==> src/rtl/seq_pattern_detector.sv <==
// Serial pattern detector: matches a runtime-loaded W-bit pattern against a qualified bit stream.
// Optional saturating match counter enabled by defining SEQ_PATTERN_DETECTOR_COUNT_EN.
module seq_pattern_detector #(
  parameter int W  = 4,
  parameter int CW = 8
) (
  input  logic          clk,
  input  logic          rst_n,
  input  logic          load,
  input  logic [W-1:0]  pattern,
  input  logic          overlap,
  input  logic          in_valid,
  input  logic          in_bit,
  output logic          out_mealy,
  output logic          out_moore,
  output logic [CW-1:0] match_cnt
);

  localparam int FW = (W > 2) ? $clog2(W) : 1;

  typedef enum logic [1:0] {
    IDLE  = 2'd0,
    FILL  = 2'd1,
    ARMED = 2'd2,
    HIT   = 2'd3
  } state_t;

  state_t          state;
  logic [W-1:0]    pat_q;
  logic            ovl_q;
  logic [W-2:0]    hist;
  logic [FW-1:0]   fill;
  logic [W-1:0]    window;
  logic            match;

  assign window = {hist, in_bit};

  // HIT only carries a full history when overlapping; otherwise it was cleared on entry.
  assign match = ((state == ARMED) || ((state == HIT) && ovl_q)) &&
                 in_valid && !load && (window == pat_q);

  assign out_mealy = match;

  always_ff @(posedge clk or negedge rst_n) begin
    if (!rst_n) begin
      state     <= IDLE;
      pat_q     <= '0;
      ovl_q     <= 1'b0;
      hist      <= '0;
      fill      <= '0;
      out_moore <= 1'b0;
    end else if (load) begin
      state     <= FILL;
      pat_q     <= pattern;
      ovl_q     <= overlap;
      hist      <= '0;
      fill      <= '0;
      out_moore <= 1'b0;
    end else begin
      out_moore <= 1'b0;
      case (state)
        IDLE: begin
          state <= IDLE;
        end
        FILL: begin
          if (in_valid) begin
            hist <= window[W-2:0];
            fill <= fill + FW'(1);
            if (fill == FW'(W - 2)) state <= ARMED;
          end
        end
        ARMED, HIT: begin
          if ((state == HIT) && !ovl_q) begin
            // A valid bit here is the first bit of a fresh window.
            if (in_valid) begin
              hist  <= window[W-2:0];
              fill  <= FW'(1);
              state <= (W == 2) ? ARMED : FILL;
            end else begin
              fill  <= '0;
              state <= FILL;
            end
          end else if (match) begin
            state     <= HIT;
            out_moore <= 1'b1;
            if (ovl_q) begin
              hist <= window[W-2:0];
            end else begin
              hist <= '0;
              fill <= '0;
            end
          end else begin
            if (in_valid) hist <= window[W-2:0];
            state <= ARMED;
          end
        end
        default: begin
          state <= IDLE;
        end
      endcase
    end
  end

`ifdef SEQ_PATTERN_DETECTOR_COUNT_EN
  always_ff @(posedge clk or negedge rst_n) begin
    if (!rst_n) begin
      match_cnt <= '0;
    end else if (load) begin
      match_cnt <= '0;
    end else if (match && (match_cnt != '1)) begin
      match_cnt <= match_cnt + CW'(1);
    end
  end
`else
  assign match_cnt = '0;
`endif

endmodule

==> config.mk <==
export PLATFORM = sky130hd
export DESIGN_NAME = seq_pattern_detector
export DESIGN_NICKNAME = d
export VERILOG_FILES = /design/src/rtl/seq_pattern_detector.sv
export SDC_FILE = /design/constraint.sdc
export NUM_CORES = 1
export LEC_CHECK = 0
export CORE_MARGIN = 10
export CORE_UTILIZATION = 53
export DETAILED_ROUTE_END_ITERATION = 8
export DONT_BUFFER_PORTS = 1
export PLACE_DENSITY = 0.78
export RECOVER_POWER = 100
export SLEW_MARGIN = 20
export SYNTH_ARGS = -nofsm -noshare
export SYNTH_HDL_FRONTEND = slang
export SYNTH_SLANG_ARGS = --single-unit
==> constraint.sdc <==
create_clock -name clk -period 1.4 [get_ports clk]
set_input_delay 0.28 -clock clk [delete_from_list [all_inputs] [get_ports clk]]
set_output_delay 0.28 -clock clk [all_outputs]
set_load 0.01 [all_outputs]
==> summary.txt <==
Drt
  • DRC: 0
  • Routed vias/inst: 5.33
  • Via Count: 485
  • WL/cell: 14.5 um
  • Number of routed nets with antenna violations: 0
  • First DRT Iteration DRCs: 10
  • Final WL: 1.32 mm
  • First-pass detailed-route iteration total: 4

STA
  • Setup Skew: 0.00218 ns
  • Minimum clock period: 1.65 ns
  • Finish-stage setup viols: 3
  • Fin. Hold Viols: 0
  • Final slew viol count: 0
  • Worst-Margin Slew: 0.588 ns
  • Period utilization: 118%
  • Worst Slack Setup Final: -0.246 ns
  • Total negative slack: -0.542 ns
  • RSZ-0062 raised after global routing: yes
  • F_max: 608 MHz
  • Max_slew headroom: between 60% and 70%

Worst hold path
  • Hold Crit Class: in -> reg
  • Hold path depth: 1
  • Hold path startpoint: load
  • Hold EP: out_moore$_DFF_PN0_

Worst setup path
  • Worst r2r path cells: 5
  • Worst Path Required: roughly 1.1 ns
  • Worst Setup End Kind: primary output
  • CP max stage delay: 0.39 ns
  • WP data arrival: 1.37 ns
  • CP cell instances: xor2_1 > nor3_2 > nand3_1 > nor2_2
  • Worst Path Buf+Inv: 0
  • CP Class: reg -> out
  • CP max-delay cell: dfrtp_1
  • Crit-path max FO: 2
  • Crit path max-delay family: simple AND/OR/NAND/NOR gates
  • Launch point of the worst reg-to-reg path: pat_q[1]$_DFFE_PN0P_
  • R2r endpoint: fill[1]$_DFFE_PN0P_
  • Setup slack, reg-to-reg: -0.18 ns
  • Setup crit start kind: flip-flop

Layout
  • Post-layout nets: 88
  • Storage cell area: 325 um2
  • Design area: 779 um2
  • Area of the multi-input gates: roughly 340 um2
  • Area growth from synthesis to layout: 10.5%
  • Final Non-Filler Cells: just over 90
  • Fraction of layout cells with a size suffix above 1: 19.7%
  • Fillers: 110
  • N_diodes: 0

Global routing
  • Initial antenna violation count: 0
  • Gr usage total: 8.36%
  • Vias in the first global route: approximately 510
  • Largest net degree at the start of global routing: 14
  • Final global-route overflow total: 0
  • First-pass GRT wire length: about 2.2 mm

Place
  • Port Buffer Count: 0
  • GP Congestion: 0.918
  • Cell Area, Placed: approximately 720 um2
  • Pre-CTS setup slack: -0.0531 ns
  • Cell count after placement: 84
  • Dpl hpwl: 1.01 mm

Synth
  • Warnings from Yosys: 0
  • Synth area leaders: dfrtp_1 (46%), mux2_1 (9.6%), buf_4 (8.5%), xor2_1 (5.0%), nor2_1 (4.3%)
  • Sequential area share after synthesis: 46.1%
  • Post-synth top cells: dfrtp_1 (13), buf_4 (8), nor2_1 (8)
  • Synthesized instance count: 66
  • Mapped Area: 706 um2
  • Top FF cell, synth: dfrtp_1
  • Async S/R FF share, synth: 100%
  • Post-synth EDFFs: 0
  • Netlist cell types: 23
  • Number of synthesized register bits: 13
  • Most common cell in the netlist: dfrtp_1
  • Yosys top cell area share: between 40% and 50%
  • Post-Syn Area per Cell: 10.7 um2
  • Yosys top cell by area: dfrtp_1

Floorplan
  • Die area: 3190 um2
  • Num rows: 13
  • Core ar.: 1280 um2
  • DIE WIDTH: 56.5 um
  • Die height: 56.5 um
  • Num ports: 20
  • Initial Utilization: 54.9%

CTS
  • CTS tree: yes
  • CTS buffer count: 3
  • Clock-pin slew of the registers on the worst-case setup and hold paths: 0.08 ns
  • H-tree depth: 1
  • Worst skew pair latency: 0.28 ns
  • CTS sink cnt: 13
  • Clk buf depth: 2
  • CTS root buffer: clkbuf_4

Power
  • Leakage: 0.368 nW
  • Power per cell area: 1280 nW/um2
  • Peak supply drop: 0.529 mV

Job
  • # Max-Cap Violations: 0

Status
  • Failing checks: negative setup slack
  • Status: complete, but fails checks
==> through the flow <==
| step | power [mW] | util [%] | hold slack [ns] |
|---|---|---|---|
| floorplan | 0.691 | - | -0.0156 |
| global placement | 0.738 | 55.8 | -0.0151 |
| detailed placement | 0.744 | 55.8 | -0.0152 |
| CTS | 1.00 | 60.0 | 0.0479 |
| global route | 1.07 | 60.7 | 0.0450 |
| finish | 1.00 | 60.7 | 0.0578 |
==> flip-flops by register name, summed over array words and instances (netlist names) <==
signal / cells
fill: 2
hist: 3
out_moore: 1
ovl_q: 1
pat_q: 4
state: 2
==> worst reg2reg max path, stage by stage, from the launching register on <==
cell      delay (ns)
dfrtp_1         0.39
xor2_1          0.20
nor3_2          0.08
buf_4           0.14
a311oi_2        0.31
mux2_1          0.35
==> area by class of cell <==
class,count,share of cell area (%)
clock buffers,4,3.37
inverters,2,0.963
repair buffers,8,8.03
multi-input cells,49,43.5
flip-flops and latches,13,41.7
well taps,15,2.41
==> kinds of logic after synthesis <==
family | after synthesis | synth area share, %
other | 1 | 0.531
xor gates and xnor gates | 4 | 4.96
AOI/OAI and AO/OA | 9 | 10.8
adders and majority gates | 1 | 1.77
DFF | 13 | 46.1
muxes | 7 | 11.0
buffers and inverters | 11 | 11.2
and+or+nand+nor | 20 | 13.7
==> where the power goes <==
part,leakage [nW],switching [mW],internal (mW)
Combinational,0.190,0.135,0.142
Sequential,0.162,0.0502,0.435
Clock,0.0150,0.128,0.111
Total,0.368,0.313,0.687
==> per-layer routing <==
layer | vias to the layer above | track usage [%] | part of all wire (%)
met1 | 228 | 8.31 | 43
met5 | - | 0 | 0
li1 | 232 | - | -
met2 | 21 | 13.6 | 47
met3 | 4 | 4.04 | 9.0
met4 | 0 | 5.15 | 1.4
==> how the worst max path moves through the flow <==
stage / startpoint / end / cells past startpoint
CTS: pat_q[1]$_DFFE_PN0P_ / out_mealy / 4
global route: pat_q[1]$_DFFE_PN0P_ / out_mealy / 4
global placement: pat_q[0]$_DFFE_PN0P_ / out_mealy / 4
floorplan: state[1]$_DFFE_PN0P_ / fill[1]$_DFFE_PN0P_ / 4
finish: pat_q[1]$_DFFE_PN0P_ / out_mealy / 4
detailed placement: pat_q[0]$_DFFE_PN0P_ / out_mealy / 4
==> cells in the final DEF (no fill, tap or decap), types with 2 or more instances in the layout <==
cell type	Yosys	routed
nor2_1	8	6
nor2b_1	3	3
nand2_1	3	3
buf_4	8	7
clkbuf_4	0	3
mux2_1	6	6
inv_1	2	2
xor2_1	4	4
nor2_2	0	2
dfrtp_1	13	13
nand3_1	3	3
conb_1	1	8
a22o_1	3	3
==> repair_timing <==
action,4_1_cts,5_1_grt
setup endpoints to repair,2,6
hold buffers,1,0
pin swaps,4,0
endpoints found under the hold margin,13,0
resized for setup,1,2
buffers inserted,2,0
Note: power is estimated with default switching activity, not from simulation.
